File: config.mk
export PLATFORM = sky130hd
export DESIGN_NAME = register_dump_unit_flat
export DESIGN_NICKNAME = d
export VERILOG_FILES = /design/src/rtl/register_dump_unit_pkg.sv /design/src/rtl/register_dump_unit_if.sv /design/src/rtl/register_dump_unit_xor_acc.sv /design/src/rtl/register_dump_unit.sv /design/src/flat_wrapper.sv
export SDC_FILE = /design/constraint.sdc
export NUM_CORES = 1
export LEC_CHECK = 0
export ABC_AREA = 1
export BUFFER_PORTS_ARGS = -buffer_cell sky130_fd_sc_hd__buf_2
export CAP_MARGIN = 5
export CORE_MARGIN = 2
export CORE_UTILIZATION = 53
export CTS_BUF_LIST = sky130_fd_sc_hd__clkbuf_8
export DETAILED_ROUTE_END_ITERATION = 16
export PLACE_DENSITY = 0.87
export SLEW_MARGIN = 20
export SYNTH_ARGS = -nofsm -noshare
export SYNTH_HDL_FRONTEND = slang
export SYNTH_HIERARCHICAL = 1
export SYNTH_SLANG_ARGS = --single-unit
File: constraint.sdc
create_clock -name clk -period 2.3 [get_ports clk]
set_clock_uncertainty 0.05 [all_clocks]
set_input_delay 0.23 -clock clk [delete_from_list [all_inputs] [get_ports clk]]
set_output_delay 0.23 -clock clk [all_outputs]
set_load 0.02 [all_outputs]
File: src/rtl/register_dump_unit_pkg.sv
// ============================================================================
// Module  : reg_dump_pkg
// Brief   : Shared widths, sizes and FSM state encoding for the register dump
//           unit. Macro REG_DUMP_CHECKSUM_EN adds the CSUM state.
// Rev     : 1.0
// ============================================================================
`default_nettype none

package reg_dump_pkg;

  localparam int REG_COUNT = 32;
  localparam int DATA_W    = 32;
  localparam int IDX_W     = 5;

  typedef enum logic [2:0] {
    ST_IDLE = 3'd0,
    ST_LOAD = 3'd1,
    ST_SEND = 3'd2,
    ST_DONE = 3'd3
`ifdef REG_DUMP_CHECKSUM_EN
    ,
    ST_CSUM = 3'd4
`endif
  } state_t;

endpackage

`default_nettype wire

File: src/rtl/register_dump_unit_if.sv
// ============================================================================
// Module  : register_dump_unit_if
// Brief   : Register-file read port, dump beat stream and status of the dump unit.
// Rev     : 1.0
// ============================================================================
`default_nettype none

interface register_dump_unit_if;
  import reg_dump_pkg::*;

  logic              start;
  logic [IDX_W-1:0]  Read_reg;
  logic [DATA_W-1:0] Read_data;
  logic [DATA_W-1:0] dump_data;
  logic [IDX_W-1:0]  dump_index;
  logic              dump_valid;
  logic              dump_ready;
  logic              dump_last;
  logic              busy;
  logic              done;

  // master is the dump unit itself; slave is the register file plus consumer
  modport master (
    input  start, Read_data, dump_ready,
    output Read_reg, dump_data, dump_index, dump_valid, dump_last, busy, done
  );

  modport slave (
    output start, Read_data, dump_ready,
    input  Read_reg, dump_data, dump_index, dump_valid, dump_last, busy, done
  );

endinterface

`default_nettype wire

File: src/rtl/register_dump_unit_xor_acc.sv
// ============================================================================
// Module  : reg_dump_xor_acc
// Brief   : Running XOR of accepted dump beats; clear has priority over enable.
// Rev     : 1.0
// ============================================================================
`default_nettype none

module reg_dump_xor_acc
  import reg_dump_pkg::*;
(
  input  wire logic              clk,
  input  wire logic              reset,
  input  wire logic              clear,
  input  wire logic              enable,
  input  wire logic [DATA_W-1:0] data,
  output logic      [DATA_W-1:0] sum
);

  logic [DATA_W-1:0] sum_q;
  logic [DATA_W-1:0] sum_d;

  always_comb begin
    sum_d = sum_q;
    if (clear) begin
      sum_d = '0;
    end else if (enable) begin
      sum_d = sum_q ^ data;
    end
  end

  always_ff @(posedge clk or posedge reset) begin
    if (reset) begin
      sum_q <= '0;
    end else begin
      sum_q <= sum_d;
    end
  end

  assign sum = sum_q;

endmodule

`default_nettype wire

File: src/rtl/register_dump_unit.sv
// ============================================================================
// Module  : register_dump_unit
// Brief   : Walks register indices FIRST_REG..LAST_REG, emitting one valid/ready
//           beat per register. REG_DUMP_CHECKSUM_EN appends an XOR beat.
// Rev     : 1.0
// ============================================================================
`default_nettype none

module register_dump_unit
  import reg_dump_pkg::*;
#(
  parameter int FIRST_REG = 0,
  parameter int LAST_REG  = 31
)(
  input  wire logic              clk,
  input  wire logic              reset,
  register_dump_unit_if.master   dif
);

  localparam logic [IDX_W-1:0] FIRST_IDX = IDX_W'(FIRST_REG);
  localparam logic [IDX_W-1:0] LAST_IDX  = IDX_W'(LAST_REG);

  generate
    if (FIRST_REG > LAST_REG || FIRST_REG < 0 || LAST_REG >= REG_COUNT) begin : g_bad_range
      $error("register_dump_unit: illegal FIRST_REG/LAST_REG range");
    end
  endgenerate

  state_t            state_q, state_d;
  logic [IDX_W-1:0]  idx_q, idx_d;
  logic [DATA_W-1:0] dump_data_q, dump_data_d;
  logic [IDX_W-1:0]  dump_index_q, dump_index_d;
  logic              dump_last_q, dump_last_d;

`ifdef REG_DUMP_CHECKSUM_EN
  logic              acc_clr;
  logic              acc_en;
  logic [DATA_W-1:0] acc_sum;

  reg_dump_xor_acc u_xor_acc (
    .clk    (clk),
    .reset  (reset),
    .clear  (acc_clr),
    .enable (acc_en),
    .data   (dump_data_q),
    .sum    (acc_sum)
  );
`endif

  always_comb begin
    state_d      = state_q;
    idx_d        = idx_q;
    dump_data_d  = dump_data_q;
    dump_index_d = dump_index_q;
    dump_last_d  = dump_last_q;
`ifdef REG_DUMP_CHECKSUM_EN
    acc_clr      = 1'b0;
    acc_en       = 1'b0;
`endif
    case (state_q)
      ST_IDLE: begin
        if (dif.start) begin
          idx_d   = FIRST_IDX;
          state_d = ST_LOAD;
`ifdef REG_DUMP_CHECKSUM_EN
          acc_clr = 1'b1;
`endif
        end
      end
      ST_LOAD: begin
        dump_data_d  = dif.Read_data;
        dump_index_d = idx_q;
`ifdef REG_DUMP_CHECKSUM_EN
        dump_last_d  = 1'b0;
`else
        dump_last_d  = (idx_q == LAST_IDX);
`endif
        state_d      = ST_SEND;
      end
      ST_SEND: begin
        if (dif.dump_ready) begin
`ifdef REG_DUMP_CHECKSUM_EN
          acc_en = 1'b1;
`endif
          if (idx_q == LAST_IDX) begin
`ifdef REG_DUMP_CHECKSUM_EN
            // Accumulator updates on this same edge, so fold the final beat in here
            state_d      = ST_CSUM;
            dump_data_d  = acc_sum ^ dump_data_q;
            dump_index_d = '0;
            dump_last_d  = 1'b1;
`else
            state_d      = ST_DONE;
`endif
          end else begin
            idx_d   = idx_q + 5'd1;
            state_d = ST_LOAD;
          end
        end
      end
`ifdef REG_DUMP_CHECKSUM_EN
      ST_CSUM: begin
        if (dif.dump_ready) begin
          state_d = ST_DONE;
        end
      end
`endif
      ST_DONE: begin
        state_d = ST_IDLE;
      end
      default: begin
        state_d = ST_IDLE;
      end
    endcase
  end

  always_ff @(posedge clk or posedge reset) begin
    if (reset) begin
      state_q      <= ST_IDLE;
      idx_q        <= '0;
      dump_data_q  <= '0;
      dump_index_q <= '0;
      dump_last_q  <= 1'b0;
    end else begin
      state_q      <= state_d;
      idx_q        <= idx_d;
      dump_data_q  <= dump_data_d;
      dump_index_q <= dump_index_d;
      dump_last_q  <= dump_last_d;
    end
  end

  assign dif.Read_reg   = idx_q;
  assign dif.dump_data  = dump_data_q;
  assign dif.dump_index = dump_index_q;
  assign dif.dump_last  = dump_last_q;
`ifdef REG_DUMP_CHECKSUM_EN
  assign dif.dump_valid = (state_q == ST_SEND) || (state_q == ST_CSUM);
`else
  assign dif.dump_valid = (state_q == ST_SEND);
`endif
  assign dif.busy       = (state_q != ST_IDLE);
  assign dif.done       = (state_q == ST_DONE);

endmodule

`default_nettype wire
File: src/flat_wrapper.sv
// flat-port wrapper written by rule: the top's interface ports become plain ports
module register_dump_unit_flat import reg_dump_pkg::*;
#(
  parameter int FIRST_REG = 0,
  parameter int LAST_REG  = 31
)
  (clk, reset, dif_start, dif_Read_data, dif_dump_ready, dif_Read_reg, dif_dump_data, dif_dump_index, dif_dump_valid, dif_dump_last, dif_busy, dif_done);
  register_dump_unit_if dif_i ();
  input  wire logic clk;
  input  wire logic reset;
  input wire logic [$bits(dif_i.start)-1:0] dif_start;
  input wire logic [$bits(dif_i.Read_data)-1:0] dif_Read_data;
  input wire logic [$bits(dif_i.dump_ready)-1:0] dif_dump_ready;
  output wire logic [$bits(dif_i.Read_reg)-1:0] dif_Read_reg;
  output wire logic [$bits(dif_i.dump_data)-1:0] dif_dump_data;
  output wire logic [$bits(dif_i.dump_index)-1:0] dif_dump_index;
  output wire logic [$bits(dif_i.dump_valid)-1:0] dif_dump_valid;
  output wire logic [$bits(dif_i.dump_last)-1:0] dif_dump_last;
  output wire logic [$bits(dif_i.busy)-1:0] dif_busy;
  output wire logic [$bits(dif_i.done)-1:0] dif_done;
  assign dif_i.start = dif_start;
  assign dif_i.Read_data = dif_Read_data;
  assign dif_i.dump_ready = dif_dump_ready;
  assign dif_Read_reg = dif_i.Read_reg;
  assign dif_dump_data = dif_i.dump_data;
  assign dif_dump_index = dif_i.dump_index;
  assign dif_dump_valid = dif_i.dump_valid;
  assign dif_dump_last = dif_i.dump_last;
  assign dif_busy = dif_i.busy;
  assign dif_done = dif_i.done;
  register_dump_unit #(.FIRST_REG(FIRST_REG), .LAST_REG(LAST_REG)) u_core (.clk(clk), .reset(reset), .dif(dif_i));
endmodule
==> flow_summary.json, run 1 <==
{
  "power_frac_clock_pct": 12.3,
  "maxCapViolCount": 0,
  "final.min_clock_period_ps": 1720,
  "slew-limit-headroom_pct": 71.9,
  "post_drt_wl_per_cell_um": 13.4,
  "start_util_pct": 56.6,
  "final_cells": 266,
  "root_buffer": "clkbuf_8",
  "cts_tree": "done",
  "drcViolationCount": 0,
  "synth_cells": 132,
  "fill_cells": 266,
  "path_clk_slew_ps": 80,
  "final_cell_mix": "buf_2, dfrtp_1, mux2_4",
  "fp.dieH_um": 64.4,
  "crit_type": "reg -> reg",
  "p_sw_mw": 1.43,
  "seq_power_share_pct": 36.2,
  "worstPathRequired_ps": 2420,
  "avgViaCountPerCell": 4.91,
  "finalMaxSlewViolations": 0,
  "met2_usage_pct": 32.3,
  "grt_pass1_wl_mm": 5.98,
  "gr-usage-met1_pct": 23.7,
  "hp-class": "in -> reg",
  "htreeDepth": 2,
  "outcome": "completed",
  "syn_area_per_cell_um2": 14.6,
  "power_frac_comb_pct": 51.5,
  "syn2layout_area_growth_pct": 28.0,
  "tightest_slew_ps": 420,
  "ir_drop_v": 0.00124,
  "vias": 1306,
  "grt_usage_pct": 18.8,
  "end_kind": "flip-flop",
  "syn_area_um2": 1930,
  "synthesis.nets": 170,
  "antenna_cells": 0,
  "synthXorXnorAreaFrac_pct": 0,
  "reg2reg_depth": 8,
  "fin_setup_tns_ps": 0,
  "synth_cell_types": 17,
  "power_mw": 3.69,
  "setup_viol": 0,
  "grt-busiest-layer": "met2",
  "hold_viol": 0,
  "antenna_found_initial": 0,
  "place.gp.congestion": 0.692,
  "ios": 82,
  "port-buffer-count": 81,
  "synth-compound-area-share_pct": 2.33,
  "core_area_um2": 3420,
  "timing.final.crit_share_pct": 74.7,
  "drt_iter0_drc": 99,
  "grt_start_max_net_pins": 36,
  "cp.arrival_ps": 1840,
  "synthMuxAreaShare_pct": 27.8,
  "grt_use_met3_pct": 4.23,
  "wl_mm": 3.58,
  "yosysTopAreaCell": "dfrtp_1",
  "post_cts_buffers": 0,
  "synth_fa_ha_area_share_pct": 1.29,
  "p_sw_share_pct": 38.8,
  "numCtsBuffers": 5,
  "max_freq_mhz": 582,
  "p_leak_nw": 1.38,
  "clkSinkCount": 45,
  "p_int_mw": 2.26,
  "clk_latency_ps": 280,
  "die_w_um": 64.4,
  "nNetsFinal": 257,
  "synth_top_family_by_area": "multiplexers",
  "whs_path_depth": 2,
  "synth-simple-area-share_pct": 6.47,
  "dp_hpwl_mm": 2.60,
  "seq_area_um2": 1130,
  "rsz0062_at_grt": "false",
  "ys_top_cells_by_area": "dfrtp_1, mux2_4, nand2_1",
  "die-area_um2": 4150,
  "drt-pass1-iter-count": 4,
  "start_kind": "flip-flop",
  "synth_top_area_share_pct": 58.3,
  "power_density_nw_per_um2": 1490,
  "synth_warnings": 6,
  "layout_commonest_cell": "buf_2",
  "drive_gt1_share_pct": 60.0,
  "rows": 21,
  "clock_path_buffers": 2,
  "dp_cells": 257,
  "yosysSeqAreaShare_pct": 58.3,
  "multiInputGateArea_um2": 732,
  "cts_resized": 0,
  "ant_nets": 0,
  "largest_reg_flops": 32,
  "ys_seq_elements": 45,
  "path_max_fanout": 10,
  "grt_remaining_overflow": 0,
  "grt_pass1_vias": 1331
}
==> power groups by stage <==
stage,clock network [mW],registers [mW],logic [mW]
2_1_floorplan,0,1.74,1.03
3_3_place_gp,0,1.33,1.89
3_5_place_dp,0,1.35,1.92
4_1_cts,0.472,1.34,1.92
5_1_grt,0.508,1.38,2.03
6_report,0.454,1.34,1.90
==> worst paths after layout <==
check	start	slack [ps]	to
worst min register to register	u_core/dif.dump_index[0]$_DFFE_PP0N_	430	u_core/dif.dump_index[0]$_DFFE_PP0N_
worst max-delay path	u_core/dif.Read_reg[0]$_DFFE_PP0P_	580	u_core/dif.Read_reg[3]$_DFFE_PP0P_
worst max register to register	u_core/dif.Read_reg[0]$_DFFE_PP0P_	580	u_core/dif.Read_reg[3]$_DFFE_PP0P_
min in group asynchronous	reset	420	u_core/dif.dump_data[30]$_DFFE_PP0N_
max in group asynchronous	reset	1120	u_core/dif.dump_data[2]$_DFFE_PP0N_
worst min-delay path	dif_Read_data[25]	120	u_core/dif.dump_data[25]$_DFFE_PP0N_
==> timing repair <==
| item | 4_1_cts | 5_1_grt |
|---|---|---|
| endpoints found under the setup margin | 0 | 0 |
| hold endpoints to repair | 17 | 0 |
| hold buffers | 1 | 0 |
==> area by class of cell <==
| type | instances | share of cell area [%] |
|---|---|---|
| well taps | 46 | 2.33 |
| clock buffers | 5 | 2.78 |
| multi-input cells | 75 | 29.6 |
| inverters | 8 | 1.21 |
| repair buffers | 84 | 17.9 |
| clock inverters | 3 | 0.708 |
| flip-flops and latches | 45 | 45.5 |
==> Yosys cell counts (all sizes together) <==
library cell and count:
buf 4, dfrtp 45, nor2 3, or2 1
mux2 36, o21ai 8, nand4 1, nand3 6
a21oi 1, nand2 17, inv 8, ha 2
==> layer usage <==
layer  vias up  wire length [um]
li1        620                 -
met1       628              1530
met2        53              1790
met3         5               231
met4         0                31
met5         -                 0
==> cells by family after synthesis <==
family                     Yosys count
and+or+nand+nor                     28
DFF                                 45
adders and majority gates            2
muxes                               36
AOI/OAI and AO/OA                    9
buffers and inverters               12
==> critical path: stages (launching register included) <==
cell and delay [ps]:
dfrtp_1 440, ha_1 230, nand2_1 80, nor2_1 50
ha_1 200, a21oi_1 180, nand3_2 200, nand2_1 120
o21ai_1 60
==> stage by stage <==
| step | instance area (um^2) | setup slack (ps) | hold WS, ps | utilization (%) |
|---|---|---|---|---|
| final | 2470 | 582 | 122 | 72.5 |
| after global routing | 2470 | 421 | 104 | 72.5 |
| after CTS | 2470 | 588 | 112 | 72.5 |
| after detailed placement | 2380 | 610 | 175 | 69.6 |
| after global placement | 2380 | 678 | 176 | 69.6 |
| after floorplan | 1930 | 650 | 329 | - |
(Power assumes the default switching activity.)
==> inputs of run 2 (changes only) <==
--- a/config.mk
+++ b/config.mk
@@ -5,14 +5,14 @@
 export SDC_FILE = /design/constraint.sdc
 export NUM_CORES = 1
 export LEC_CHECK = 0
-export ABC_AREA = 1
+export ABC_AREA = 0
 export BUFFER_PORTS_ARGS = -buffer_cell sky130_fd_sc_hd__buf_2
 export CAP_MARGIN = 5
 export CORE_MARGIN = 2
-export CORE_UTILIZATION = 53
+export CORE_UTILIZATION = 43
 export CTS_BUF_LIST = sky130_fd_sc_hd__clkbuf_8
 export DETAILED_ROUTE_END_ITERATION = 16
-export PLACE_DENSITY = 0.87
+export PLACE_DENSITY = 0.77
 export SLEW_MARGIN = 20
 export SYNTH_ARGS = -nofsm -noshare
 export SYNTH_HDL_FRONTEND = slang
==> constraint.sdc (replaced) <==
create_clock -name clk -period 1.4 [get_ports clk]
set_clock_uncertainty 0.05 [all_clocks]
set_input_delay 0.14 -clock clk [delete_from_list [all_inputs] [get_ports clk]]
set_output_delay 0.14 -clock clk [all_outputs]
set_load 0.02 [all_outputs]
==> run 2 against run 1 <==
The flow now finishes with violations (setup timing). Sequential power rose by 61%. Global-route usage down 3.0 points. Clock-buffer cell count rose by 1. Non-clock buffer count increased by 13. Design area increased by 2.8%. Register-to-register slack worse by 930 ps. Largest power group unchanged. Worst setup slack worse by 930 ps.
==> flow_summary.json, run 2 <==
{
  "hold_viol": 0,
  "syn_area_um2": 1810,
  "root_buffer": "clkbuf_8",
  "htreeDepth": 2,
  "avgViaCountPerCell": 4.78,
  "crit_chain": "ha_4 -> and3_4 -> ha_4 -> nand2b_4 -> or4b_1 -> nand3_1",
  "max_freq_mhz": 573,
  "synthTopCellsByCount": "dfrtp_1, mux2_2, a22o_1",
  "timing.critical_path.mode_cell": "ha_4",
  "place.gp.congestion": 0.744,
  "path_depth": 6,
  "seq_power_share_pct": 37.7,
  "ys_seq_elements": 45,
  "nNetsFinal": 255,
  "synthArstFlopShare_pct": 100,
  "start_kind": "flip-flop",
  "drcViolationCount": 0,
  "path_max_fanout": 5,
  "p_int_mw": 3.58,
  "post_drt_wl_per_cell_um": 13.1,
  "die-area_um2": 4730,
  "rows": 23,
  "fill_cells": 325,
  "grt_remaining_overflow": 0,
  "cp.arrival_ps": 1920,
  "p_sw_share_pct": 37.5,
  "tightest_slew_ps": 443,
  "placed_area_um2": 2400,
  "clk_latency_ps": 280,
  "failed_checks": "setup timing",
  "end_kind": "flip-flop",
  "worst-path-buf-inv": 0,
  "crit_start": "u_core/dif.Read_reg[1]$_DFFE_PP0P_",
  "worstReg2RegEnd": "u_core/dif.Read_reg[3]$_DFFE_PP0P_",
  "finalMaxSlewViolations": 0,
  "numCtsBuffers": 5,
  "grt_usage_pct": 15.8,
  "met1_length_mm": 1.55,
  "clkSinkCount": 45,
  "p_sw_mw": 2.15,
  "vias": 1280,
  "antenna_found_initial": 0,
  "syn_area_per_cell_um2": 15.3,
  "synth_warnings": 6,
  "ys_top_cells_by_area": "dfrtp_1, mux2_2, a22o_1",
  "synthesis.nets": 156,
  "synth_cell_types": 24,
  "hp-class": "in -> reg",
  "post-route-cell-area_um2": 2540,
  "p_leak_nw": 1.30,
  "dp_hpwl_mm": 2.54,
  "synth_top_area_share_pct": 62.4,
  "start_util_pct": 44.8,
  "slew-limit-headroom_pct": 70.4,
  "ir_drop_v": 0.00132,
  "critPathTopFamily": "simple AND/OR/NAND/NOR gates",
  "critPathMaxStageDelay_ps": 480,
  "power_frac_comb_pct": 48.7,
  "synth_cells": 118,
  "outcome": "finished, violations left",
  "yosysMostFrequentCell": "dfrtp_1",
  "synth_edf_count": 0,
  "rrSetupSlack_ps": -340,
  "port-buffer-count": 81,
  "crit_type": "reg -> reg",
  "yosysSeqAreaShare_pct": 62.4,
  "die_w_um": 68.8,
  "wl_met3_um": 284,
  "endpoint": "u_core/dif.Read_reg[3]$_DFFE_PP0P_",
  "postLayoutCoreUtil_pct": 63.1,
  "reg2reg_depth": 6,
  "ant_nets": 0,
  "final.min_clock_period_ps": 1740,
  "yosysTopAreaCell": "dfrtp_1",
  "final_cells": 268,
  "drive_gt1_share_pct": 69.7,
  "grt_pass1_wl_mm": 5.46,
  "setup_viol": 6,
  "highest_layer": "met4",
  "grt_pass1_vias": 1223,
  "ios": 82,
  "grt_start_max_net_pins": 46,
  "final_cell_mix": "buf_2, dfrtp_1, mux2_2",
  "pre_cts_ws_ps": -314,
  "drt-pass1-iter-count": 5,
  "dp_cells": 255,
  "timing.final.crit_share_pct": 125,
  "fp.dieH_um": 68.8,
  "synthFlopType": "dfrtp_1",
  "core_area_um2": 4030,
  "largest_reg_flops": 32,
  "wl_mm": 3.50,
  "wl_met2_mm": 1.65,
  "antenna_cells": 0,
  "layout_setup_ws_ps": -344,
  "drt_iter0_drc": 43,
  "path_clk_slew_ps": 80,
  "layout_commonest_cell": "buf_2",
  "cts_tree": "done",
  "power_frac_clock_pct": 13.6,
  "clock_path_buffers": 2,
  "maxCapViolCount": 0,
  "power_density_nw_per_um2": 2250,
  "rsz0062_at_grt": "true",
  "worstPathRequired_ps": 1580,
  "syn2layout_area_growth_pct": 40.9,
  "r2r_start": "u_core/dif.Read_reg[1]$_DFFE_PP0P_",
  "cp_slowest_cell": "or4b_1"
}
run 2: cell count changes after synthesis, moves of 5 or more:
cell | before | now
nand2_1 | 16 | 3
a22o_1 | 0 | 5
o21ai_1 | 5 | 0
mux2_4 | 35 | 0
mux2_2 | 1 | 39
inv_1 | 7 | 1
run 2: cell families (layout without fill, tap and decap cells):
group	count (synthesis)	after routing	synth area share [%]
flip-flops	45	45	62.4
multiplexers	40	40	24.9
buffers and inverters	6	106	2.22
AO/OA/AOI/OAI	11	11	4.64
AND/OR/NAND/NOR	14	14	4.51
adder cells (fa/ha/maj)	2	2	1.39
run 2: how the worst min path moves through the flow:
| stage | endpoint | from | slack, ps | cells past startpoint |
|---|---|---|---|---|
| after detailed placement | u_core/dif.dump_data[16]$_DFFE_PP0N_ | reset | 150 | 3 |
| after floorplan | u_core/dif.dump_data[23]$_DFFE_PP0N_ | dif_Read_data[23] | 240 | 1 |
| after CTS | u_core/dif.dump_data[30]$_DFFE_PP0N_ | dif_Read_data[30] | 20 | 2 |
| final | u_core/dif.dump_data[0]$_DFFE_PP0N_ | dif_Read_data[0] | 30 | 2 |
| after global placement | u_core/dif.dump_data[16]$_DFFE_PP0N_ | reset | 140 | 3 |
| after global routing | u_core/dif.dump_data[0]$_DFFE_PP0N_ | dif_Read_data[0] | 10 | 2 |
run 2: power groups by stage:
| stage | Combinational, mW | Sequential (mW) | Clock (mW) |
|---|---|---|---|
| 3_3_place_gp | 2.72 | 2.16 | 0 |
| 6_report | 2.79 | 2.16 | 0.778 |
| 4_1_cts | 2.79 | 2.16 | 0.819 |
| 5_1_grt | 3.00 | 2.25 | 0.861 |
| 3_5_place_dp | 2.76 | 2.19 | 0 |
| 2_1_floorplan | 1.11 | 2.87 | 0 |
run 2: metal layers:
metal / up-vias / GRT usage (%)
li1: 616 / -
met1: 611 / 19.4
met2: 51 / 26.4
met3: 2 / 5.03
met4: 0 / 5.15
met5: - / 0
run 2: worst register-to-register path, stage by stage (launching register included):
cell and delay [ps]:
dfrtp_2 430, ha_4 160, and3_4 180, ha_4 160, nand2b_4 160, or4b_1 480
nand3_1 80
run 2: stage by stage:
stage	setup TNS (ps)	hold WS [ps]	power, mW
6_report	-1720	27.6	5.73
5_1_grt	-3390	11.4	6.11
4_1_cts	-1420	16.7	5.77
3_5_place_dp	-1300	145	4.95
3_3_place_gp	-1180	143	4.87
2_1_floorplan	-1630	240	3.98
run 2: final cells by class:
type	count	area, um^2	area share, %
clock buffers	6	82.6	3.25
clock inverters	2	7.51	0.295
inverters	1	3.75	0.148
multi-input cells	67	686	27.0
flip-flops and latches	45	1130	44.4
well taps	50	62.6	2.46
repair buffers	97	572	22.5
run 2: timing repair:
action	4_1_cts	5_1_grt
gates cloned	0	0
resized for setup	4	3
endpoints found under the setup margin	7	42
pin swaps	2	1
setup buffers	1	3
hold buffers	1	0
hold endpoints to repair	45	0
==> inputs of run 3 (changes only) <==
--- a/config.mk
+++ b/config.mk
@@ -13,6 +13,7 @@
 export CTS_BUF_LIST = sky130_fd_sc_hd__clkbuf_8
 export DETAILED_ROUTE_END_ITERATION = 16
 export PLACE_DENSITY = 0.77
+export SETUP_SLACK_MARGIN = 0.05
 export SLEW_MARGIN = 20
 export SYNTH_ARGS = -nofsm -noshare
 export SYNTH_HDL_FRONTEND = slang
==> run 3 against run 2 <==
The flow still finishes with violations (setup timing). Hold slack about the same. Routed wire length increased by 0.31%. First-iteration DRC count increased by 23%. Critical path type unchanged. Design area increased by 0.79%. Critical endpoint is now u_core/dif.Read_reg[4]$_DFFE_PP0P_. Critical path depth increased by 1. Flip-flop and latch count unchanged. Clock-buffer cell count unchanged.
==> flow_summary.json, run 3 (synthesized netlist as in run 2, its figures left out) <==
{
  "grt_start_max_net_pins": 46,
  "hp-class": "in -> reg",
  "final_cell_mix": "buf_2, dfrtp_1, mux2_2",
  "tightest_slew_ps": 449,
  "rows": 23,
  "worstPathRequired_ps": 1530,
  "path_clk_slew_ps": 80,
  "start_util_pct": 44.8,
  "grt_usage_pct": 15.8,
  "fp.dieH_um": 68.8,
  "dp_cells": 255,
  "grt_pass1_wl_mm": 5.46,
  "start_kind": "flip-flop",
  "ant_nets": 0,
  "p_leak_nw": 1.31,
  "antenna_found_initial": 0,
  "final.min_clock_period_ps": 1740,
  "drt-pass1-iter-count": 4,
  "failed_checks": "setup timing",
  "max_freq_mhz": 574,
  "layout_commonest_cell": "buf_2",
  "grt_remaining_overflow": 0,
  "die-area_um2": 4730,
  "power_density_nw_per_um2": 2260,
  "die_w_um": 68.8,
  "crit_type": "reg -> reg",
  "rrSetupSlack_ps": -340,
  "port-buffer-count": 81,
  "drive_gt1_share_pct": 70.3,
  "post_drt_wl_per_cell_um": 13.1,
  "drt_iter0_drc": 53,
  "cp.arrival_ps": 1870,
  "vias": 1287,
  "wl_mm": 3.51,
  "clock_path_buffers": 2,
  "ir_drop_v": 0.00132,
  "power_mw": 5.78,
  "timing.final.crit_share_pct": 124,
  "largest_reg_flops": 32,
  "setup_viol": 6,
  "clk_latency_ps": 280,
  "cts_tree": "done",
  "maxCapViolCount": 0,
  "finalMaxSlewViolations": 0,
  "core_area_um2": 4030,
  "grt_pass1_vias": 1223,
  "nNetsFinal": 256,
  "layout_setup_ws_ps": -343,
  "slew-limit-headroom_pct": 70.0,
  "avgViaCountPerCell": 4.78,
  "rsz0062_at_grt": "true",
  "r2r_start": "u_core/dif.Read_reg[1]$_DFFE_PP0P_",
  "root_buffer": "clkbuf_8",
  "numCtsBuffers": 5,
  "whs_path_depth": 2,
  "syn2layout_area_growth_pct": 42.0,
  "worstReg2RegEnd": "u_core/dif.Read_reg[4]$_DFFE_PP0P_",
  "holdPathEnd": "u_core/dif.dump_data[0]$_DFFE_PP0N_",
  "clkSinkCount": 45,
  "htreeDepth": 2,
  "outcome": "finished, violations left",
  "crit_start": "u_core/dif.Read_reg[1]$_DFFE_PP0P_",
  "place.gp.congestion": 0.744,
  "hold_viol": 0,
  "holdCritStartpoint": "dif_Read_data[0]",
  "reg2reg_depth": 7,
  "dp_hpwl_mm": 2.54,
  "final_cells": 269,
  "end_kind": "flip-flop",
  "drcViolationCount": 0,
  "antenna_cells": 0,
  "fin_setup_tns_ps": -1760,
  "ios": 82,
  "path_max_fanout": 5
}
==> run 3: cell types whose count changed in the layout (fill, tap and decap cells not counted), sizes merged <==
| cell | previous run | this run |
|---|---|---|
| buf | 96 | 97 |
==> run 3: power by group <==
group	total, mW	internal (mW)	switching [mW]
combinational	2.84	1.36	1.48
sequential	2.17	1.88	0.293
clock	0.779	0.388	0.391
==> run 3: cell type report <==
type,instances,area (um^2)
repair buffers,98,586
clock buffers,6,82.6
multi-input cells,67,691
fillers,320,1470
flip-flops and latches,45,1130
clock inverters,2,7.51
well taps,50,62.6
inverters,1,3.75
==> run 3: worst max path at each step <==
stage                                                     to  slack (ps)  depth (start not counted)
final                     u_core/dif.Read_reg[4]$_DFFE_PP0P_        -340                          7
after global routing      u_core/dif.Read_reg[3]$_DFFE_PP0P_        -400                          6
after CTS                 u_core/dif.Read_reg[3]$_DFFE_PP0P_        -330                          6
after detailed placement  u_core/dif.Read_reg[3]$_DFFE_PP0P_        -310                          6
after global placement    u_core/dif.Read_reg[3]$_DFFE_PP0P_        -300                          6
after floorplan           u_core/dif.Read_reg[3]$_DFFE_PP0P_        -360                          6
==> run 3: layer usage <==
layer	vias up	global-route usage (%)	share of wire [%]
li1	618	-	-
met1	620	19.4	45
met2	47	26.4	47
met3	2	5.03	7.6
met4	0	5.15	0.46
met5	-	0	0
==> run 3: what timing repair did <==
item / 4_1_cts / 5_1_grt
resized for setup: 6 / 4
pin swaps: 2 / 2
buffers inserted: 1 / 4
endpoints found under the setup margin: 33 / 46
endpoints found under the hold margin: 45 / 0
hold buffers: 1 / 0
==> run 3: metrics by stage <==
stage	hold slack [ps]	cell area (um^2)	util [%]	setup WS, ps
after floorplan	240	1850	-	-364
after global placement	143	2400	59.6	-304
after detailed placement	145	2400	59.6	-314
after CTS	16.7	2520	62.5	-329
after global routing	11.4	2560	63.6	-398
final	27.5	2560	63.6	-343
==> run 3: worst max-delay path: stages, from the launching register on <==
cell and delay, ps:
dfrtp_2 430, ha_4 160, and3_4 180, ha_4 160
nand2b_4 160, buf_4 130, a22o_1 200, a22o_1 180
